**src/rtl/counter_run_ctrl.sv**
```systemverilog
// Run-command sequencer for a WIDTH-bit counter: accepts limit/repeat, counts passes, supports pause/abort.
// Optional down-count mode (cmd_down port) is enabled by defining CNT_CTRL_DOWN_EN.
module counter_run_ctrl #(
  parameter int WIDTH = 4,
  parameter int RPT_W = 4
) (
  input  logic             clk,
  input  logic             rst,
  input  logic             cmd_valid,
  output logic             cmd_ready,
  input  logic [WIDTH-1:0] cmd_limit,
  input  logic [RPT_W-1:0] cmd_repeat,
`ifdef CNT_CTRL_DOWN_EN
  input  logic             cmd_down,
`endif
  input  logic             pause,
  input  logic             abort,
  output logic [WIDTH-1:0] count,
  output logic [RPT_W-1:0] pass_cnt,
  output logic             busy,
  output logic             wrap,
  output logic             done
);

  typedef enum logic [1:0] {S_IDLE, S_RUN, S_HOLD, S_DONE} state_e;

  state_e           state_q, state_d;
  logic [WIDTH-1:0] count_q, count_d;
  logic [RPT_W-1:0] pass_q, pass_d;
  logic [WIDTH-1:0] limit_q, limit_d;
  logic [RPT_W-1:0] rpt_q, rpt_d;

  logic [WIDTH-1:0] end_val, step_val, reload_val, start_val;
  logic             at_end;

`ifdef CNT_CTRL_DOWN_EN
  logic down_q;

  always_ff @(posedge clk) begin
    if (rst)                              down_q <= 1'b0;
    else if (state_q == S_IDLE && cmd_valid) down_q <= cmd_down;
  end

  assign end_val    = down_q ? '0 : limit_q;
  assign step_val   = down_q ? count_q - WIDTH'(1) : count_q + WIDTH'(1);
  assign reload_val = down_q ? limit_q : '0;
  assign start_val  = cmd_down ? cmd_limit : '0;
`else
  assign end_val    = limit_q;
  assign step_val   = count_q + WIDTH'(1);
  assign reload_val = '0;
  assign start_val  = '0;
`endif

  // step_val is only used when count has not reached end_val, so it never wraps arithmetically
  assign at_end = (count_q == end_val);

  always_ff @(posedge clk) begin
    if (rst) begin
      state_q <= S_IDLE;
      count_q <= '0;
      pass_q  <= '0;
      limit_q <= '0;
      rpt_q   <= '0;
    end else begin
      state_q <= state_d;
      count_q <= count_d;
      pass_q  <= pass_d;
      limit_q <= limit_d;
      rpt_q   <= rpt_d;
    end
  end

  always_comb begin
    state_d = state_q;
    count_d = count_q;
    pass_d  = pass_q;
    limit_d = limit_q;
    rpt_d   = rpt_q;
    case (state_q)
      S_IDLE: begin
        if (cmd_valid) begin
          limit_d = cmd_limit;
          rpt_d   = cmd_repeat;
          count_d = start_val;
          pass_d  = '0;
          state_d = S_RUN;
        end
      end
      S_RUN: begin
        if (abort) begin
          state_d = S_IDLE;
          count_d = '0;
          pass_d  = '0;
        end else if (pause) begin
          state_d = S_HOLD;
        end else if (at_end) begin
          if (pass_q == rpt_q) begin
            state_d = S_DONE;
          end else begin
            count_d = reload_val;
            pass_d  = pass_q + RPT_W'(1);
          end
        end else begin
          count_d = step_val;
        end
      end
      S_HOLD: begin
        if (abort) begin
          state_d = S_IDLE;
          count_d = '0;
          pass_d  = '0;
        end else if (!pause) begin
          state_d = S_RUN;
        end
      end
      S_DONE:  state_d = S_IDLE;
      default: state_d = S_IDLE;
    endcase
  end

  assign cmd_ready = (state_q == S_IDLE);
  assign busy      = (state_q == S_RUN) || (state_q == S_HOLD);
  assign done      = (state_q == S_DONE);
  assign wrap      = (state_q == S_RUN) && at_end && !pause && !abort;
  assign count     = count_q;
  assign pass_cnt  = pass_q;

endmodule
```
**config.mk**
```make
export PLATFORM = sky130hd
export DESIGN_NAME = counter_run_ctrl
export DESIGN_NICKNAME = d
export VERILOG_FILES = /design/src/rtl/counter_run_ctrl.sv
export SDC_FILE = /design/constraint.sdc
export NUM_CORES = 1
export LEC_CHECK = 0
export BUFFER_PORTS_ARGS = -buffer_cell sky130_fd_sc_hd__buf_2
export CORE_MARGIN = 5
export CORE_UTILIZATION = 34
export DETAILED_ROUTE_END_ITERATION = 6
export GPL_ROUTABILITY_DRIVEN = 0
export GPL_TIMING_DRIVEN = 0
export PLACE_DENSITY = 0.57
export SETUP_SLACK_MARGIN = 0.2
export SYNTH_ARGS = -nofsm -noshare
export SYNTH_HDL_FRONTEND = slang
export SYNTH_SLANG_ARGS = --single-unit
```
**constraint.sdc**
```tcl
create_clock -name clk -period 5.9 [get_ports clk]
set_input_delay 0.885 -clock clk [delete_from_list [all_inputs] [get_ports clk]]
set_output_delay 0.885 -clock clk [all_outputs]
set_load 0.02 [all_outputs]
```
==> results of run 1 <==
## worst paths after layout
path / start / to / slack, ns / cells past startpoint
hold / removal: end_val[0] / end_val[0] / 0.47 / 2
setup reg to reg: state_q[0] / pass_cnt[1] / 3.84 / 9
hold reg to reg: end_val[0] / end_val[0] / 0.47 / 2
setup / recovery: abort / wrap / 3.34 / 5
## cells by family after synthesis
group | share of synthesized area
flip-flops | 0.3495
adder cells (fa/ha/maj) | 0.08495
XOR/XNOR | 0.1020
AO/OA/AOI/OAI | 0.1566
AND/OR/NAND/NOR | 0.2415
multiplexers | 0.01456
buffers and inverters | 0.05096
## layout make-up
cell class / count / area [um^2] / area share
timing repair buffer: 23 / 115.1 / 0.09407
multi-input combinational: 89 / 618.1 / 0.5051
clock buffer: 4 / 36.28 / 0.02965
tap: 33 / 41.29 / 0.03374
buffer: 4 / 37.54 / 0.03067
sequential: 18 / 360.3 / 0.2945
inverter: 4 / 15.01 / 0.01227
## flip-flops by register name, indices dropped and copies added (netlist names)
register,count
state_q,2
count,4
end_val,4
rpt_q,4
pass_cnt,4
## routing by layer
metal / GRT usage / wire, um
met3: 0.02426 / 110
met4: 0.03886 / 0
met2: 0.1686 / 1036
met5: 0 / 0
met1: 0.1445 / 1046
## through the flow
stage / instances / hold WS (ns)
2_1_floorplan: 115 / 0.4488
3_3_place_gp: 171 / 0.4616
3_5_place_dp: 171 / 0.4621
4_1_cts: 175 / 0.4774
5_1_grt: 175 / 0.5048
6_report: 175 / 0.4743
## power breakdown
part           internal (W)  switching, W   total, W
Combinational     0.0000599     0.0000860   0.000146
Sequential         0.000133     0.0000100   0.000143
Clock             0.0000375     0.0000399  0.0000775
## worst max-delay path, cell delays in order
cell and delay [ns]:
buf_2 0.11, inv_1 0.12, nand2_1 0.14, nor3_1 0.22, buf_2 0.20
## cells in the final DEF (no fill, tap or decap), drive strengths merged, types with 4 or more instances in the layout
master | Yosys | routed
xnor2 | 9 | 9
nand3 | 10 | 10
buf | 4 | 27
dfxtp | 18 | 18
ha | 7 | 7
a21oi | 11 | 11
nand2 | 13 | 13
nor2 | 6 | 6
inv | 4 | 4
clkbuf | 0 | 4
nor3 | 4 | 4
==> metrics.csv, run 1 <==
metric;value;unit
status;completed;
die span in x;65.07;um
CTS clk-pin slew, worst paths;0.11;ns
antenna violation net count after detailed routing;0;
DRC;0;
DP Worst Slack;3.352;ns
Synth Flop Type;dfxtp_1;
worst-skew pair later-pin latency;0.29;ns
root buf cell;clkbuf_4;
Pre-Repair DR Iteration Count;4;
wire per inst;12.53;um
Finished Cell Area;1224;um^2
VDD IR max;0.1188;mV
post-synth top area share;0.3495;
GRT Total Usage;0.1077;
# diodes;0;
Pwr Total;0.0003663;W
min Tclk post-route;2.564;ns
Syn Inst Count;115;
first-pass GRT wire length;3677;um
CTS buffer count;3;
area leader, netlist;dfxtp_1;
post-synthesis sequential area ratio;0.3495;
die area;4233;um^2
postcts setup bufs;0;
# nets final;163;
async set-reset flop share out of synthesis;0;
final core area utilization;0.4109;
placed wire-length estimate;1756;um
Post-synth EDFFs;0;
crit start category;primary input;
initial antenna violation count;0;
clk_skew;0.005548;ns
largest net degree at the start of global routing;11;
synthesized net count;135;
mapped cell area;1031;um^2
Data required, critical path;5.02;ns
CP max FO;5;
Starting DRT DRC Count;22;
CP arrival;1.68;ns
Vias;882;
share of layout cells above drive strength 1;0.2606;
most frequent cell after synthesis;dfxtp_1;
final WL;2193;um
clock sink count;18;
critical path endpoint category;primary output;
Power Dens Cells;299.3;nW/um^2
post-route clock period utilization;0.4346;
total core area;2978;um^2
CTS tree;done;
Fill cells;326;
Final Hold Fails;0;
FP Rows;20;
Area contributors post-synth;dfxtp_1 35%, ha_1 8.5%, xnor2_1 7.6%, a21oi_1 5.3%, nand3_1 4.9%;
Max Buffers Root-to-Sink;2;
Mean Syn Cell Area;8.965;um^2
worst-margin pin slew;0.4911;ns
Setup-failing EPs final;0;
setup TNS;0;ns
final slew viol count;0;
flop and latch count out of synthesis;18;
GRT overflow;0;
Synth top cells by count;18 x dfxtp_1, 13 x nand2_1, 11 x a21oi_1, 10 x nand3_1, 9 x xnor2_1;
Hold Buf Count CTS;0;
# IOs;25;
P&R area growth vs syn;18.69;%
slew margin rel.;0.6726;
final worst setup slack;3.336;ns
maxcap violations;0;
PostCTS Resize Cnt;0;
H-tree depth;1;
vias per std cell;5.040;
IO buf count;23;
critical path class;in2out;
Fmax;390.0;MHz
Pleak;0.5201;nW
vias in the first global route;834;
die span in y;65.07;um
Starting Density;0.3462;
Distinct cells, synth;35;
Hold Path Class;reg2reg;
RSZ-0062 raised after global routing;no;
YS warnings;0;
placed cell areas;1187;um^2
Power figures use the tool's default switching activity.
==> inputs of run 2 (changes only) <==
--- a/config.mk
+++ b/config.mk
@@ -11,7 +11,7 @@
 export DETAILED_ROUTE_END_ITERATION = 6
 export GPL_ROUTABILITY_DRIVEN = 0
 export GPL_TIMING_DRIVEN = 0
-export PLACE_DENSITY = 0.57
+export PLACE_DENSITY = 0.59
 export SETUP_SLACK_MARGIN = 0.2
 export SYNTH_ARGS = -nofsm -noshare
 export SYNTH_HDL_FRONTEND = slang
==> constraint.sdc (replaced) <==
create_clock -name clk -period 2.1 [get_ports clk]
set_input_delay 0.315 -clock clk [delete_from_list [all_inputs] [get_ports clk]]
set_output_delay 0.315 -clock clk [all_outputs]
set_load 0.02 [all_outputs]
==> metrics.csv, run 2 (synthesis results as in run 1) <==
metric;value;unit
CTS buffer count;3;
worst-margin pin slew;0.4884;ns
R2R Setup Slk;0.27;ns
sw frac;0.3715;
depth of the most critical reg-to-reg path;9;
Buf/Inv on CP;3;
CP arrival;2.08;ns
Hold Path End;state_q[0];
GRT Total Usage;0.1100;
# nets final;164;
CTS tree;done;
crit-path max cell delay;0.37;ns
H-tree depth;1;
min Tclk post-route;1.827;ns
# IOs;25;
most common cell after layout, fill and taps aside;buf_2;
wire per inst;12.30;um
clk_skew;0.005894;ns
most frequent cells in the layout;23 x buf_2, 13 x nand2_1, 13 x dfxtp_1, 11 x a21oi_1, 10 x nand3_1;
total core area;2978;um^2
root buf cell;clkbuf_4;
Max Buffers Root-to-Sink;2;
Pwr Total;0.001060;W
post-route clock period utilization;0.8698;
Fmax;547.5;MHz
IO buf count;23;
Internal;0.0006660;W
Hold Buf Count CTS;0;
critical path, cell by cell;inv_2 > ha_4 > buf_6 > nor2b_4 > a211oi_4 > and3b_1 > buf_6 > mux2_4 > nor2_2;
Setup-failing EPs final;0;
critical path depth;9;
placed cell areas;1200;um^2
Starting DRT DRC Count;22;
setup TNS;0;ns
hold path depth;2;
vias per std cell;5.091;
Finished Cell Area;1257;um^2
Starting Density;0.3462;
Vias;896;
antenna violation net count after detailed routing;0;
die area;4233;um^2
RSZ-0062 raised after global routing;yes;
share of layout cells above drive strength 1;0.3357;
Comb power frac;0.409;
slew margin rel.;0.6744;
CTS clk-pin slew, worst paths;0.11;ns
Hold Path Class;in2reg;
status;completed;
VDD IR max;0.4301;mV
placed wire-length estimate;1692;um
CP max stage cell;dfxtp_2;
reg-to-reg endpoint;pass_cnt[1];
largest net degree at the start of global routing;11;
GRT overflow;0;
Data required, critical path;2.35;ns
Power Dens Cells;842.6;nW/um^2
final core area utilization;0.4223;
Pleak;0.5285;nW
maxcap violations;0;
DRC;0;
# diodes;0;
FP Rows;20;
critical path endpoint category;flip-flop;
die span in y;65.07;um
CP dominant cell by count;buf_6;
initial antenna violation count;0;
Worst R2R Start;state_q[1];
P&R area growth vs syn;21.97;%
Final Hold Fails;0;
crit start category;flip-flop;
final WL;2165;um
Reg power frac;0.383;
critical path class;reg2reg;
Fill cells;302;
worst-skew pair later-pin latency;0.30;ns
clock sink count;18;
vias in the first global route;840;
Clock power frac;0.208;
cell family with most CP delay;simple AND/OR/NAND/NOR gates;
Pre-Repair DR Iteration Count;4;
final slew viol count;0;
Switch Pwr;0.0003936;W
die span in x;65.07;um
Worst Hold Launch;rst;
first-pass GRT wire length;3643;um
CP max FO;10;
-- run 2: changes by cell type in the layout (fill, tap and decap cells not counted) --
cell,change
buf_4,+1
dfxtp_1,-5
dfxtp_2,+5
ha_1,-1
ha_4,+1
inv_1,-2
inv_2,+2
nand2b_1,-1
nand2b_2,+1
nor3_1,-1
nor3_2,+1
-- run 2: worst reg2reg max path, delay by kind of cell (launching register included) --
kind                       cells  cell delay [ns]
muxes                          1             0.30
and+or+nand+nor                3             0.41
AOI/OAI and AO/OA              1             0.21
DFF                            1             0.37
adders and majority gates      1             0.16
buffers and inverters          3             0.33
-- run 2: final cells by class --
type                       count  area [um^2]  area share
clock buffer                   4        36.28     0.02886
sequential                    18        366.6      0.2915
timing repair buffer          24        122.6     0.09751
buffer                         4        37.54     0.02985
inverter                       4        15.01     0.01194
multi-input combinational     89        638.1      0.5075
tap                           33        41.29     0.03284
-- run 2: power by group through the flow --
stage	Combinational, W	Sequential, W	Clock [W]
after floorplan	0.000341	0.000410	0
after global placement	0.000419	0.000408	0
after detailed placement	0.000424	0.000410	0
after CTS	0.000436	0.000402	0.000225
after global routing	0.000480	0.000410	0.000245
final	0.000433	0.000406	0.000220
-- run 2: through the flow --
stage,worst slack (ns),std cells,hold WS (ns)
CTS,0.1973,176,0.2249
global placement,0.08552,171,0.4632
global route,0.1771,176,0.2363
floorplan,0.2115,115,0.3841
finish,0.2734,176,0.2349
detailed placement,0.06977,171,0.4646
-- run 2: worst max-delay path by stage --
stage,start,to
2_1_floorplan,state_q[0],pass_cnt[1]
3_3_place_gp,state_q[1],pass_cnt[1]
3_5_place_dp,state_q[1],pass_cnt[1]
4_1_cts,state_q[0],pass_cnt[1]
5_1_grt,state_q[1],pass_cnt[1]
6_report,state_q[1],pass_cnt[1]
-- run 2: metal layers --
layer | global-route usage | part of all wire | wire [um] | up-vias
met2 | 0.1801 | 0.48 | 1041 | 20
li1 | - | - | - | 464
met3 | 0.01733 | 0.025 | 54 | 5
met1 | 0.1395 | 0.47 | 1021 | 407
met4 | 0.05440 | 0.022 | 47 | 0
met5 | 0 | 0 | 0 | -
-- run 2: timing repair --
| action | 4_1_cts | 5_1_grt |
|---|---|---|
| endpoints found under the hold margin | 0 | 0 |
| setup buffers | 1 | 0 |
| endpoints found under the setup margin | 3 | 7 |
| pin swaps | 1 | 1 |
| resized for setup | 2 | 7 |
